===== src/rtl/chan_err_inj.sv =====
// chan_err_inj
// ------------
// Channel error injector for the convolutional-code test path. Encoded
// symbols pass through with one cycle of latency. On selected symbols the
// programmable mask is XORed into the data, producing single errors or
// bursts that are either pseudo-random (LFSR driven) or periodic.
// Saturating counters record how many symbols were corrupted, how many bits
// were flipped and how many valid symbols were seen.
//
// Ports:
//   clk          clock
//   rst          asynchronous active-low reset
//   mode_i       00 off, 01 random single, 10 random burst, 11 periodic burst
//   burst_len_i  burst length in symbols (0 -> 1, clamped to MAX_BURST)
//   period_i     trigger period in valid symbols for mode 11 (0 = never)
//   err_mask_i   XOR pattern applied to a corrupted symbol
//   clr_i        synchronous clear of counters and the trigger window
//   valid_i      input symbol valid
//   sym_i        input symbol
//   valid_o      registered valid_i
//   sym_o        output symbol, corrupted or clean
//   err_o        sym_o was corrupted this cycle
//   inj_ct_o     corrupted symbol count (saturating)
//   bit_ct_o     flipped bit count (saturating)
//   word_ct_o    valid symbol count (saturating); also defines the window
module chan_err_inj #(
    parameter int          SYM_W     = 2,
    parameter int          TRIG_BITS = 5,
    parameter int          MAX_BURST = 8,
    parameter int          WINDOW    = 256,
    parameter logic [15:0] SEED      = 16'hACE1
) (
    input  logic                             clk,
    input  logic                             rst,
    input  logic [1:0]                       mode_i,
    input  logic [$clog2(MAX_BURST+1)-1:0]   burst_len_i,
    input  logic [7:0]                       period_i,
    input  logic [SYM_W-1:0]                 err_mask_i,
    input  logic                             clr_i,
    input  logic                             valid_i,
    input  logic [SYM_W-1:0]                 sym_i,
    output logic                             valid_o,
    output logic [SYM_W-1:0]                 sym_o,
    output logic                             err_o,
    output logic [15:0]                      inj_ct_o,
    output logic [15:0]                      bit_ct_o,
    output logic [15:0]                      word_ct_o
);

    localparam int                   LEN_W     = $clog2(MAX_BURST + 1);
    localparam int                   POP_W     = $clog2(SYM_W + 1);
    // An all-zero LFSR would lock up, so a zero seed is replaced.
    localparam logic [15:0]          SEED_EFF  = (SEED == 16'h0000) ? 16'h0001 : SEED;
    localparam logic [LEN_W-1:0]     MAX_LEN   = LEN_W'(MAX_BURST);
    localparam logic [LEN_W-1:0]     ONE_LEN   = LEN_W'(1);
    localparam logic [TRIG_BITS-1:0] TRIG_ONES = '1;

    typedef enum logic {
        IDLE  = 1'b0,
        BURST = 1'b1
    } state_t;

    state_t           state;
    logic [LEN_W-1:0] rem;
    logic [15:0]      lfsr;
    logic [7:0]       per_ct;

    logic             lfsr_fb;
    logic             rand_trig;
    logic             per_wrap;
    logic             per_trig;
    logic             in_window;
    logic             fire;
    logic             corrupt;
    logic [LEN_W-1:0] eff_len;
    logic [POP_W-1:0] mask_pop;
    logic [16:0]      word_sum;
    logic [16:0]      inj_sum;
    logic [16:0]      bit_sum;

    // Trigger qualification, effective burst length and the corrupt decision
    // for the symbol currently on the input. The random trigger looks at the
    // LFSR value before it advances on this symbol.
    always_comb begin
        lfsr_fb   = lfsr[15] ^ lfsr[13] ^ lfsr[12] ^ lfsr[10];
        rand_trig = ((mode_i == 2'b01) || (mode_i == 2'b10)) &&
                    (lfsr[TRIG_BITS-1:0] == TRIG_ONES);
        per_wrap  = (per_ct == (period_i - 8'd1));
        per_trig  = (mode_i == 2'b11) && (period_i != 8'd0) && per_wrap;
        in_window = ({16'd0, word_ct_o} < 32'(WINDOW));
        fire      = valid_i && in_window && (state == IDLE) && (rand_trig || per_trig);

        // Random-single mode always uses a length of one.
        if ((mode_i == 2'b01) || (burst_len_i == '0)) begin
            eff_len = ONE_LEN;
        end else if (burst_len_i > MAX_LEN) begin
            eff_len = MAX_LEN;
        end else begin
            eff_len = burst_len_i;
        end

        // Mode 00 aborts a running burst in the same cycle.
        corrupt = (mode_i != 2'b00) && valid_i && ((state == BURST) || fire);

        mask_pop = '0;
        for (int i = 0; i < SYM_W; i++) begin
            mask_pop = mask_pop + POP_W'(err_mask_i[i]);
        end

        word_sum = {1'b0, word_ct_o} + 17'd1;
        inj_sum  = {1'b0, inj_ct_o} + 17'd1;
        bit_sum  = {1'b0, bit_ct_o} + 17'(mask_pop);
    end

    // Datapath register, LFSR, burst FSM, period counter and statistics.
    // clr_i only affects the counters and per_ct; the symbol in that cycle is
    // still processed normally.
    always_ff @(posedge clk or negedge rst) begin
        if (!rst) begin
            valid_o   <= 1'b0;
            sym_o     <= '0;
            err_o     <= 1'b0;
            inj_ct_o  <= 16'd0;
            bit_ct_o  <= 16'd0;
            word_ct_o <= 16'd0;
            state     <= IDLE;
            rem       <= '0;
            per_ct    <= 8'd0;
            lfsr      <= SEED_EFF;
        end else begin
            valid_o <= valid_i;
            sym_o   <= corrupt ? (sym_i ^ err_mask_i) : sym_i;
            err_o   <= corrupt;

            if (valid_i) begin
                lfsr <= {lfsr[14:0], lfsr_fb};
            end

            if (mode_i == 2'b00) begin
                state <= IDLE;
                rem   <= '0;
            end else begin
                case (state)
                    IDLE: begin
                        if (fire && (eff_len > ONE_LEN)) begin
                            state <= BURST;
                            rem   <= eff_len - ONE_LEN;
                        end
                    end
                    BURST: begin
                        if (valid_i) begin
                            rem <= rem - ONE_LEN;
                            if (rem == ONE_LEN) begin
                                state <= IDLE;
                            end
                        end
                    end
                    default: begin
                        state <= IDLE;
                        rem   <= '0;
                    end
                endcase
            end

            // per_ct keeps running through bursts so the period stays exact.
            if (clr_i || (mode_i != 2'b11)) begin
                per_ct <= 8'd0;
            end else if (valid_i) begin
                per_ct <= ((period_i != 8'd0) && per_wrap) ? 8'd0 : per_ct + 8'd1;
            end

            if (clr_i) begin
                word_ct_o <= 16'd0;
                inj_ct_o  <= 16'd0;
                bit_ct_o  <= 16'd0;
            end else begin
                if (valid_i) begin
                    word_ct_o <= word_sum[16] ? 16'hFFFF : word_sum[15:0];
                end
                if (corrupt) begin
                    inj_ct_o <= inj_sum[16] ? 16'hFFFF : inj_sum[15:0];
                    bit_ct_o <= bit_sum[16] ? 16'hFFFF : bit_sum[15:0];
                end
            end
        end
    end

endmodule

===== config.mk =====
export PLATFORM = sky130hd
export DESIGN_NAME = chan_err_inj
export DESIGN_NICKNAME = d
export VERILOG_FILES = /design/src/rtl/chan_err_inj.sv
export SDC_FILE = /design/constraint.sdc
export NUM_CORES = 1
export LEC_CHECK = 0
export CAP_MARGIN = 20
export CORE_ASPECT_RATIO = 1.25
export CORE_UTILIZATION = 49
export DETAILED_ROUTE_END_ITERATION = 10
export PLACE_DENSITY = 0.79
export SLEW_MARGIN = 10
export SYNTH_ARGS = -nofsm -noshare
export SYNTH_HDL_FRONTEND = slang
export SYNTH_SLANG_ARGS = --single-unit
export TNS_END_PERCENT = 5

===== constraint.sdc =====
create_clock -name clk -period 2.5 [get_ports clk]
set_input_delay 0.25 -clock clk [delete_from_list [all_inputs] [get_ports clk]]
set_output_delay 0.25 -clock clk [all_outputs]
set_load 0.05 [all_outputs]

# Word-level counts from Yosys, hierarchy flattened
# Cells that the tools add are included.
# classes
n_addsub	8
order_cmp	3
eq_ne	9
muxes	24
bitwise_logic	5
reduce_logical	23
# op_table
op	n
16-bit 2-to-1 mux	9
16-bit by 1-bit adder with 17-bit output (second input constant)	2
8-bit 2-to-1 mux	3
4-bit 2-to-1 mux	5
16-bit by 2-bit adder with 17-bit output	1
16-bit by 9-bit < comparator with 1-bit output (second input constant)	1
1-bit logical AND	10
8-bit by 1-bit adder with 8-bit output (second input constant)	1
8-bit equality test	1
4-bit one-hot mux with 2 select lines	1
2-bit nonzero test	4
8-bit nonzero test	1
4-bit by 1-bit subtractor with 4-bit output (second input constant)	2
8-bit by 1-bit subtractor with 8-bit output (second input constant)	1
5-bit equality test (second input constant)	1
1-bit logical OR	5
2-bit equality test (second input constant)	2
4-bit by 1-bit equality test with 1-bit output (second input constant)	1
4-bit by 1-bit greater-than comparator with 1-bit output (second input constant)	1
4-bit greater-than comparator (second input constant)	1
4-bit logical NOT	1
1-bit 2-to-1 mux	4
3-bit by 1-bit inequality test with 1-bit output (second input constant)	1
3-bit by 2-bit inequality test with 1-bit output (second input constant)	1
other kinds (10)	12
# word_totals
regBits	81
inputBits	22
output_inout_bits	52
elab_cells	82

# Depth between registers and ports, before layout
# Gate-level depths: netlist (run 1).
# depth
depth_word	9
depth_mapped	12
ltp_nobuf	12

# Least setup slack after synthesis (run 1)
# Ideal clock, no wire load.
# synth_timing
kind	reg2reg
startpoint	register bit_ct_o[0]
endpoint	register bit_ct_o[10]
setup_ns	0.078
arrival_ns	2.648
required_time_ns	2.422
path_slack_ns	-0.226
stages_incl_launch_ff	11
n_path_buf	1
period_less_slack_ns	2.726
path_cell_list	dfrtp_1 > inv_1 > fa_1 > inv_1 > ha_1 > and3_1 > nand3_1 > or3_1 > clkbuf_1 > a41o_1 > a21oi_1
# synth_between
elab_chain_cells	4
# synth_rtl
item	line	text
start: declaration	46	output logic [15:0] bit_ct_o,
start signal: assignment	182	bit_ct_o <= bit_sum[16] ? 16'hFFFF : bit_sum[15:0];
16-bit by 2-bit adder with 17-bit output	112	bit_sum = {1'b0, bit_ct_o} + 17'(mask_pop);
16-bit 2-to-1 mux	182	
16-bit 2-to-1 mux	180	if (corrupt) begin
16-bit 2-to-1 mux	172	if (clr_i) begin
# Every way passes these cells. The select of a mux whose other input is x is not followed.
# A chain may end at the register's enable or synchronous reset.

# Worst setup path after layout (run 1)
# layout_timing
startpoint	input port mode_i[1]
endpoint	register rem[3]
# layout_between
elab_chain_cells	8
elab_cells_between_ends	21
cone_classes	add/sub: 1; order compare: 1; eq/ne: 5; mux: 4; reduce/logical: 10
# layout_rtl
item	line	text
start: declaration	35	input logic [1:0] mode_i,
branches (longest 8 deep; another with 4-bit by 1-bit subtractor with 4-bit output)	n/a	
end signal: assignment	147	rem <= eff_len - ONE_LEN;
end signal: assignment	152	rem <= rem - ONE_LEN;
end: declaration	64	logic [LEN_W-1:0] rem;
# Parallel ways; which one is timed is not known. The select of a mux whose other input is x is not followed.

==> impl_metrics.csv, run 1 <==
group,metric,value,unit
global_route,grt_max_degree,60,
synthesis,syn-num-nets,521,
sta,tightest_slew,0.5645,ns
clock_network,clock_path_buffers,2,
placement,gp_congestion,0.9387,
power_and_ir_drop,cellLeakagePower,2.505,nW
layout,final_cell_area,6088,µm²
power_and_ir_drop,irDropWorstVdd,0.5586,mV
setup_path,end_kind,"flip-flop",
detailed_routing,num_vias,4141,
detailed_routing,vias_per_cell,5.767,
layout,antenna_cells,0,
synthesis,synthCells,485,
floorplan,die_area,9739,µm²
setup_path,worstPathRequired,2.77,ns
setup_path,arrival,2.63,ns
detailed_routing,wl,11.24,mm
clock_network,h-tree-depth,3,
clock_network,clk_latency,0.34,ns
synthesis,synth_ff_type,"dfrtp_1",
floorplan,rows,39,
floorplan,io_pins,74,
layout,drive_above_1_share,16.47,%
run_status,status,"finished, final reports clean",
clock_network,cts-buffers-inserted,9,
sta,hold_viol,0,
synthesis,syn_avg_cell_area,9.442,µm²
flow_run,cap_violations,0,
detailed_routing,drc_errors,0,
detailed_routing,wl_per_cell,15.66,µm
power_and_ir_drop,power.density,627.0,nW/µm²
floorplan,initial_utilization,50.19,%
sta,final-setup-viol-count,0,
sta,fmax,424.3,MHz
floorplan,die_x,88.47,µm
setup_path,crit_type,"in -> reg",
floorplan,core-area,9125,µm²
sta,hold_ws,0.2504,ns
clock_network,numClockSinks,81,
placement,placedInstanceArea,5703,µm²
sta,relSlewSlack,62.37,%
clock_network,cts_tree,"yes",
global_route,grt_usage,24.03,%
sta,maxSlewViolCount,0,
clock_network,cts_root_buffer,"clkbuf_16",
sta,final.period_utilization,94.28,%
synthesis,synth_edf_count,0,
layout,finalNetCount,626,
power_and_ir_drop,power,3.817,mW
global_route,grt_pass1_wl,18.02,mm
sta,final.setup_skew,0.007073,ns
global_route,grt_overflow,0,
clock_network,cts_setup_buffers,0,
synthesis,yosysSeqAreaShare,44.48,%
layout,instances_no_fill,718,
setup_path,cp_max_fo,3,
global_route,antenna_found_initial,0,
synthesis,synth_cell_types,52,
synthesis,synth_seq_cells,81,
synthesis,synthArstFlopShare,100.0,%
layout,area_growth_syn_to_layout,32.95,%
detailed_routing,drt_pass1_iterations,5,
clock_network,clk_pin_slew,0.06,ns
floorplan,die_h,110.1,µm
detailed_routing,ant_nets,0,
min_path,hold_class,"in -> reg",
synthesis,yosysWarnings,0,
global_route,grt_pass1_vias,3996,
synthesis,syn-cell-area,4579,µm²
placement,portBuffers,73,
sta,min_period,2.357,ns
sta,rsz0062_at_grt,"yes",
setup_path,cp-start-kind,"input pin",
detailed_routing,drt_iter0_drc,272,
placement,hpwlAfterDp,7.937,mm
setup_path,r2r_slack,0.17,ns
placement,dpl.cell_count,701,
-- per-layer routing --
layer | track usage, % | vias up | share of wire (%)
met4 | 10.37 | 0 | 1.8
met3 | 5.212 | 19 | 5.0
met5 | 0 | - | 0
met2 | 41.59 | 138 | 52
li1 | - | 1993 | -
met1 | 28.60 | 1991 | 41
-- layout by cell type (no fill, tap or decap), drive strengths merged, types with 4 or more instances in the layout --
master,count
nor4,8
and3,14
a21o,4
and2,7
a311oi,17
xor2,4
nor3,25
buf,42
clkbuf,9
dfstp,8
o21ai,14
nand3,23
nand2,33
a211oi,13
clkdlybuf4s50,71
nor3b,7
nor2,61
a21oi,25
a41oi,6
mux2,16
nor2b,6
a31oi,7
dfrtp,73
inv,21
ha,13
mux2i,6
nand4,11
xnor2,16
-- kinds of logic after synthesis --
family	synth area share, %
compound gates	15.30
xor+xnor	3.825
fa+ha+maj	3.989
buf+inv	4.180
flops	44.48
mux	5.246
simple gates	22.98
-- Yosys cell counts, types with 7 or more instances --
cell	count	area share, %
nor3b_1	7	1.1
nor4_1	7	0.96
nand2_1	33	2.7
a311oi_1	16	3.1
a21oi_1	25	2.7
mux2_2	16	3.9
nor2_1	61	5.0
and2_1	7	0.96
nand4_1	11	1.5
dfstp_2	8	4.6
a31oi_1	7	0.96
nand3_1	23	2.5
o21ai_0	14	1.5
ha_1	13	3.6
xnor2_1	16	3.1
and3_1	14	1.9
a211oi_1	13	2.1
nor3_1	25	2.7
inv_1	20	1.6
clkbuf_1	13	1.1
dfrtp_1	73	40
-- sequential cells by signal, summed over array words and instances (netlist names) --
name       flops
inj_ct_o      16
word_ct_o     16
per_ct         8
valid_o        1
rem            4
state          1
err_o          1
sym_o          2
bit_ct_o      16
lfsr          16
-- report_power, final --
part | internal [mW] | leakage (nW) | total [mW] | switching, mW
Combinational | 0.338 | 1.27 | 0.661 | 0.323
Sequential | 1.52 | 1.07 | 1.64 | 0.119
Clock | 0.975 | 0.162 | 1.51 | 0.538
-- worst paths after layout --
check	from	end	cells past startpoint
worst max-delay path	mode_i[1]	rem[3]$_DFFE_PN0P_	12
worst min-delay path	clr_i	per_ct[4]$_DFFE_PN0P_	3
worst max register to register	word_ct_o[12]$_DFFE_PN0P_	bit_ct_o[12]$_DFFE_PN0P_	8
worst min register to register	lfsr[8]$_DFFE_PN0P_	lfsr[9]$_DFFE_PN0P_	1
max in group asynchronous	rst	lfsr[13]$_DFFE_PN1P_	3
min in group asynchronous	rst	per_ct[0]$_DFFE_PN0P_	2
-- what timing repair did --
action	4_1_cts	5_1_grt
hold buffers	1	0
setup endpoints to repair	0	30
endpoints found under the hold margin	22	0
gates resized for setup	0	8
-- metrics by stage --
stage	setup slack (ns)	util (%)	setup TNS, ns
after floorplan	0.01202	-	0
after global placement	-0.2012	62.50	-5.839
after detailed placement	-0.3028	62.50	-8.370
after CTS	0.05459	66.38	0
after global routing	-0.04685	66.72	-0.1374
final	0.1430	66.72	0
-- critical path: stages --
cell,delay (ns)
clkdlybuf4s50_1,0.51
inv_1,0.09
ha_1,0.22
nor2_1,0.16
ha_1,0.19
o22ai_1,0.10
and2_1,0.17
and3_1,0.19
a211oi_1,0.40
buf_4,0.19
a22oi_1,0.05
nor2_1,0.10
-- area by class of cell --
class,instances,area (µm²)
multi-input cells,363,2387
clock inverters,7,118.9
inverters,21,81.33
fillers,709,3037
clock buffers,9,225.2
repair buffers,114,1084
flip-flops and latches,81,2038
well taps,123,153.9
(Power assumes the default switching activity.)
==> run 2, diff against run 1 <==
--- a/config.mk
+++ b/config.mk
@@ -5,10 +5,10 @@
 export SDC_FILE = /design/constraint.sdc
 export NUM_CORES = 1
 export LEC_CHECK = 0
-export CAP_MARGIN = 20
 export CORE_ASPECT_RATIO = 1.25
 export CORE_UTILIZATION = 49
 export DETAILED_ROUTE_END_ITERATION = 10
+export MAX_ROUTING_LAYER = met4
 export PLACE_DENSITY = 0.79
 export SLEW_MARGIN = 10
 export SYNTH_ARGS = -nofsm -noshare
==> constraint.sdc (replaced) <==
create_clock -name clk -period 2.05 [get_ports clk]
set_input_delay 0.205 -clock clk [delete_from_list [all_inputs] [get_ports clk]]
set_output_delay 0.205 -clock clk [all_outputs]
set_load 0.05 [all_outputs]
==> run 2 against run 1 <==
Net effect:
- sequential power grew 22%
- sequential cell count is the same
- wire length rose by 15%
- the flow now finishes with violations (setup timing)
- sequential share of layout area shrank 2.9 points
- clock skew grew 0.0055 ns
==> impl_metrics.csv, run 2 (same netlist as run 1, synthesis figures left out) <==
group,metric,value,unit
clock_network,cts_root_buffer,"clkbuf_16",
placement,dpl.cell_count,729,
floorplan,initial_utilization,50.19,%
sta,hold_viol,0,
clock_network,clk_pin_slew,0.07,ns
floorplan,core-area,9125,µm²
floorplan,die_h,110.1,µm
clock_network,clk_latency,0.34,ns
detailed_routing,num_vias,4410,
layout,instances_no_fill,758,
sta,setup_slack,-0.2275,ns
layout,drive_above_1_share,30.08,%
placement,hpwlAfterDp,8.093,mm
global_route,grt_usage,28.36,%
detailed_routing,drc_errors,0,
sta,rsz0062_at_grt,"yes",
detailed_routing,wl,12.93,mm
layout,final_cell_area,6694,µm²
layout,antenna_cells,0,
sta,maxSlewViolCount,0,
power_and_ir_drop,cellLeakagePower,2.751,nW
placement,placedInstanceArea,5931,µm²
clock_network,cts-buffers-inserted,9,
layout,layout.cells.most_common_list,"buf_4 (67), dfrtp_1 (63), clkdlybuf4s50_1 (62)",
clock_network,numClockSinks,81,
global_route,antenna_found_initial,0,
setup_path,cp_max_fo,7,
run_status,status,"finished with violations",
layout,area_growth_syn_to_layout,46.17,%
sta,final-setup-viol-count,39,
global_route,grt_overflow,0,
power_and_ir_drop,irDropWorstVdd,0.4625,mV
placement,portBuffers,73,
global_route,grt_pass1_wl,20.62,mm
clock_network,h-tree-depth,3,
placement,gp_congestion,0.8773,
setup_path,arrival,2.47,ns
detailed_routing,drt_pass1_iterations,5,
clock_network,clock_path_buffers,2,
layout,finalNetCount,666,
layout,fin_util,73.36,%
run_status,violations,"setup timing",
detailed_routing,vias_per_cell,5.818,
sta,relSlewSlack,59.45,%
setup_path,crit_type,"reg -> reg",
detailed_routing,drt_iter0_drc,291,
layout,final_common_cell,"buf_4",
detailed_routing,ant_nets,0,
floorplan,rows,39,
power_and_ir_drop,power.density,691.6,nW/µm²
floorplan,die_x,88.47,µm
sta,final.period_utilization,111.1,%
setup_path,cp-start-kind,"flip-flop",
flow_run,cap_violations,0,
floorplan,die_area,9739,µm²
floorplan,io_pins,74,
min_path,hold_class,"in -> reg",
sta,final.setup_skew,0.01256,ns
global_route,grt_max_degree,49,
sta,min_period,2.277,ns
global_route,grt_pass1_vias,4557,
sta,fmax,439.1,MHz
setup_path,worstPathRequired,2.24,ns
setup_path,end_kind,"flip-flop",
sta,tightest_slew,0.6082,ns
detailed_routing,wl_per_cell,17.06,µm
clock_network,cts_tree,"yes",
-- run 2: cell types whose count changed in the layout (fill, tap and decap cells not counted), moves of 8 or more --
cell,change
a21oi_1,-8
dfrtp_1,-9
buf_4,+30
dfrtp_2,+9
dlygate4sd2_1,+8
nor2_1,-8
clkdlybuf4s50_1,-9
-- run 2: where the power goes --
part           leakage (nW)  switching [mW]  internal [mW]
logic                  1.54           0.471          0.486
clock network         0.153           0.634           1.04
registers              1.06           0.138           1.86
-- run 2: routing by layer --
layer / part of all wire (%) / wire, µm / global-route usage [%]
met3: 4.6 / 597 / 4.765
met5: 0 / 0 / -
met1: 38 / 4979 / 29.94
met2: 54 / 7040 / 50.44
met4: 2.5 / 317 / 14.86
-- run 2: final timing paths --
check	from	to	slack, ns	cells after the start
setup / recovery	word_ct_o[8]$_DFFE_PN0P_	bit_ct_o[5]$_DFFE_PN0P_	-0.23	9
hold / removal	err_mask_i[1]	sym_o[1]$_DFF_PN0_	0.30	3
setup reg to reg	word_ct_o[8]$_DFFE_PN0P_	bit_ct_o[5]$_DFFE_PN0P_	-0.23	9
hold reg to reg	lfsr[9]$_DFFE_PN0P_	lfsr[10]$_DFFE_PN1P_	0.50	1
max in group asynchronous	rst	inj_ct_o[2]$_DFFE_PN0P_	1.03	3
min in group asynchronous	rst	lfsr[4]$_DFFE_PN0P_	0.44	2
-- run 2: layout make-up --
type                    instances  area [µm²]
inverters                      21       83.83
fillers                       650        2431
clock inverters                 2       35.03
repair buffers                154        1445
well taps                     123       153.9
clock buffers                  14       274.0
multi-input cells             363        2653
flip-flops and latches         81        2049
-- run 2: critical path, cell delays in order (launching register included) --
cell and delay (ns):
dfrtp_2 0.40, or4_4 0.56, nor4_4 0.27, o21a_1 0.18, a41oi_4 0.07, buf_6 0.17
buf_8 0.14, buf_4 0.15, nor2_4 0.12, nor4_4 0.07
-- run 2: what timing repair did --
action,4_1_cts,5_1_grt
gates resized for setup,50,40
endpoints found under the hold margin,36,0
pin swaps,33,20
hold buffers,1,0
gates cloned,4,0
buffers inserted,8,2
setup endpoints to repair,47,48
-- run 2: per-stage QoR --
step                hold WS [ns]  setup slack [ns]  power [mW]  TNS, ns
global route              0.3023           -0.3024       4.817   -9.191
floorplan               -0.09059           -0.2688       2.548   -8.028
detailed placement        0.2494           -0.7870       2.860   -30.02
finish                    0.2985           -0.2275       4.630   -5.464
CTS                       0.2863           -0.2112       4.625   -6.111
global placement          0.2506           -0.6385       2.808   -26.30
==> run 3, diff against run 2 <==
--- a/config.mk
+++ b/config.mk
@@ -9,7 +9,7 @@
 export CORE_UTILIZATION = 49
 export DETAILED_ROUTE_END_ITERATION = 10
 export MAX_ROUTING_LAYER = met4
-export PLACE_DENSITY = 0.79
+export PLACE_DENSITY_LB_ADDON = 0.25
 export SLEW_MARGIN = 10
 export SYNTH_ARGS = -nofsm -noshare
 export SYNTH_HDL_FRONTEND = slang
==> run 3 against run 2 <==
Net effect:
- the run still ends with setup timing left
- setup slack got worse by 0.078 ns
- die area did not move
- first-iteration DRC count rose by 0.34%
- clock skew fell by 0.0064 ns
- via count fell by 1.1%
- global-route usage fell by 2.1 points
- utilization fell by 1.7 points
- clock-buffer cell count fell by 3
- cell area fell by 2.4%
- wire length fell by 3.6%
- largest cell class unchanged
- largest power group unchanged
==> impl_metrics.csv, run 3 (same netlist as run 1, synthesis figures left out) <==
group,metric,value,unit
setup_path,crit_buf_inv,3,
setup_path,cp-start-kind,"flip-flop",
global_route,grt_max_degree,58,
detailed_routing,num_vias,4362,
power_and_ir_drop,cellLeakagePower,2.728,nW
layout,final_common_cell,"dfrtp_1",
placement,portBuffers,73,
setup_path,worstPathRequired,2.28,ns
placement,placedInstanceArea,5918,µm²
global_route,antenna_found_initial,0,
global_route,grt_usage,26.29,%
floorplan,core-area,9125,µm²
setup_path,crit_path_max_incr_delay,0.57,ns
run_status,violations,"setup timing",
setup_path,cp_slowest_cell,"or4_4",
sta,rsz0062_at_grt,"yes",
setup_path,arrival,2.58,ns
detailed_routing,vias_per_cell,5.777,
setup_path,worstPathCellList,"or4_4 -> nor4_4 -> o21a_1 -> a41oi_4 -> clkinvlp_4 -> buf_6 -> buf_6 -> a21oi_2 -> a311oi_1",
sta,min_period,2.356,ns
clock_network,cts-buffers-inserted,9,
clock_network,clk_latency,0.34,ns
min_path,holdPathStages,3,
layout,drive_above_1_share,28.80,%
floorplan,die_h,110.1,µm
clock_network,cts_tree,"yes",
floorplan,initial_utilization,50.19,%
setup_path,path_common_cell,"buf_6",
sta,setup_slack,-0.3055,ns
layout,area_growth_syn_to_layout,42.70,%
sta,final-setup-viol-count,37,
setup_path,end_kind,"flip-flop",
floorplan,die_x,88.47,µm
setup_path,timing.rr.start,"word_ct_o[14]$_DFFE_PN0P_",
floorplan,die_area,9739,µm²
layout,layout.cells.most_common_list,"dfrtp_1 (63), clkdlybuf4s50_1 (62), buf_4 (61)",
global_route,grt_pass1_wl,19.38,mm
placement,hpwlAfterDp,8.085,mm
placement,gp_congestion,0.8712,
global_route,grt_overflow,0,
min_path,min_from,"clr_i",
global_route,grt_pass1_vias,4186,
sta,tightest_slew,0.5876,ns
setup_path,path_delay_family,"simple AND/OR/NAND/NOR gates",
power_and_ir_drop,power.density,691.4,nW/µm²
detailed_routing,ant_nets,0,
detailed_routing,drc_errors,0,
detailed_routing,drt_iter0_drc,292,
setup_path,r2r_end,"bit_ct_o[4]$_DFFE_PN0P_",
clock_network,numClockSinks,81,
floorplan,rows,39,
sta,hold_viol,0,
sta,final.period_utilization,114.9,%
setup_path,crit_type,"reg -> reg",
setup_path,cp_max_fo,6,
min_path,hold_end,"per_ct[4]$_DFFE_PN0P_",
floorplan,io_pins,74,
detailed_routing,wl,12.47,mm
setup_path,r2r_slack,-0.31,ns
sta,maxSlewViolCount,0,
detailed_routing,drt_pass1_iterations,5,
flow_run,cap_violations,0,
sta,relSlewSlack,60.83,%
sta,final.setup_skew,0.006191,ns
sta,fmax,424.5,MHz
run_status,status,"finished with violations",
setup_path,reg2regPathDepth,9,
clock_network,clk_pin_slew,0.06,ns
layout,final_cell_area,6535,µm²
clock_network,cts_root_buffer,"clkbuf_16",
power_and_ir_drop,irDropWorstVdd,0.5220,mV
detailed_routing,wl_per_cell,16.52,µm
clock_network,clock_path_buffers,2,
power_and_ir_drop,power,4.518,mW
layout,antenna_cells,0,
min_path,hold_class,"in -> reg",
clock_network,h-tree-depth,3,
layout,finalNetCount,663,
-- run 3: per-stage QoR --
stage | util (%) | worst slack [ns] | hold WS, ns | instances | TNS, ns
after floorplan | - | -0.2688 | -0.09059 | 485 | -8.028
after global placement | 64.86 | -0.5942 | 0.1483 | 726 | -24.08
after detailed placement | 64.86 | -0.7564 | 0.1436 | 726 | -30.50
after CTS | 69.74 | -0.1991 | 0.1975 | 748 | -4.915
after global routing | 71.62 | -0.3781 | 0.2149 | 755 | -10.56
final | 71.62 | -0.3055 | 0.1999 | 755 | -6.282
-- run 3: cell type report --
cell class | count | area (µm²)
Timing Repair Buffer | 150 | 1396
Fill cell | 652 | 2590
Clock buffer | 11 | 242.7
Clock inverter | 5 | 55.05
Tap cell | 123 | 153.9
Inverter | 21 | 81.33
Timing Repair inverter | 1 | 7.507
Multi-Input combinational cell | 363 | 2549
Sequential cell | 81 | 2049
-- run 3: per-layer routing --
metal / up-vias / routed length [µm] / part of all wire (%) / GRT usage [%]
li1: 2056 / - / - / -
met1: 2123 / 5208 / 42 / 32.19
met2: 160 / 6353 / 51 / 43.30
met3: 23 / 634 / 5.1 / 4.617
met4: 0 / 274 / 2.2 / 10.14
met5: - / 0 / 0 / -
-- run 3: worst max path at each step --
stage,startpoint,end,cells past startpoint
finish,word_ct_o[14]$_DFFE_PN0P_,bit_ct_o[4]$_DFFE_PN0P_,9
global route,word_ct_o[14]$_DFFE_PN0P_,bit_ct_o[4]$_DFFE_PN0P_,9
floorplan,bit_ct_o[0]$_DFFE_PN0P_,bit_ct_o[5]$_DFFE_PN0P_,11
global placement,period_i[2],inj_ct_o[7]$_DFFE_PN0P_,9
detailed placement,period_i[0],bit_ct_o[12]$_DFFE_PN0P_,12
CTS,word_ct_o[11]$_DFFE_PN0P_,bit_ct_o[4]$_DFFE_PN0P_,9
-- run 3: where the power goes --
part | leakage [nW] | switching (mW) | internal [mW]
Combinational | 1.53 | 0.435 | 0.458
Clock | 0.142 | 0.657 | 0.973
Sequential | 1.06 | 0.138 | 1.86
Total | 2.73 | 1.23 | 3.29
-- run 3: worst min-delay path: cells and delay by family --
family        cells  cell delay (ns)
buf+inv           1             0.09
simple gates      2             0.20
-- run 3: what timing repair did --
item	in CTS	in global routing
cloned	4	0
buffers inserted	1	7
hold buffers	1	0
pin swaps	31	22
endpoints found under the setup margin	46	55
gates resized for setup	36	33
endpoints found under the hold margin	24	0
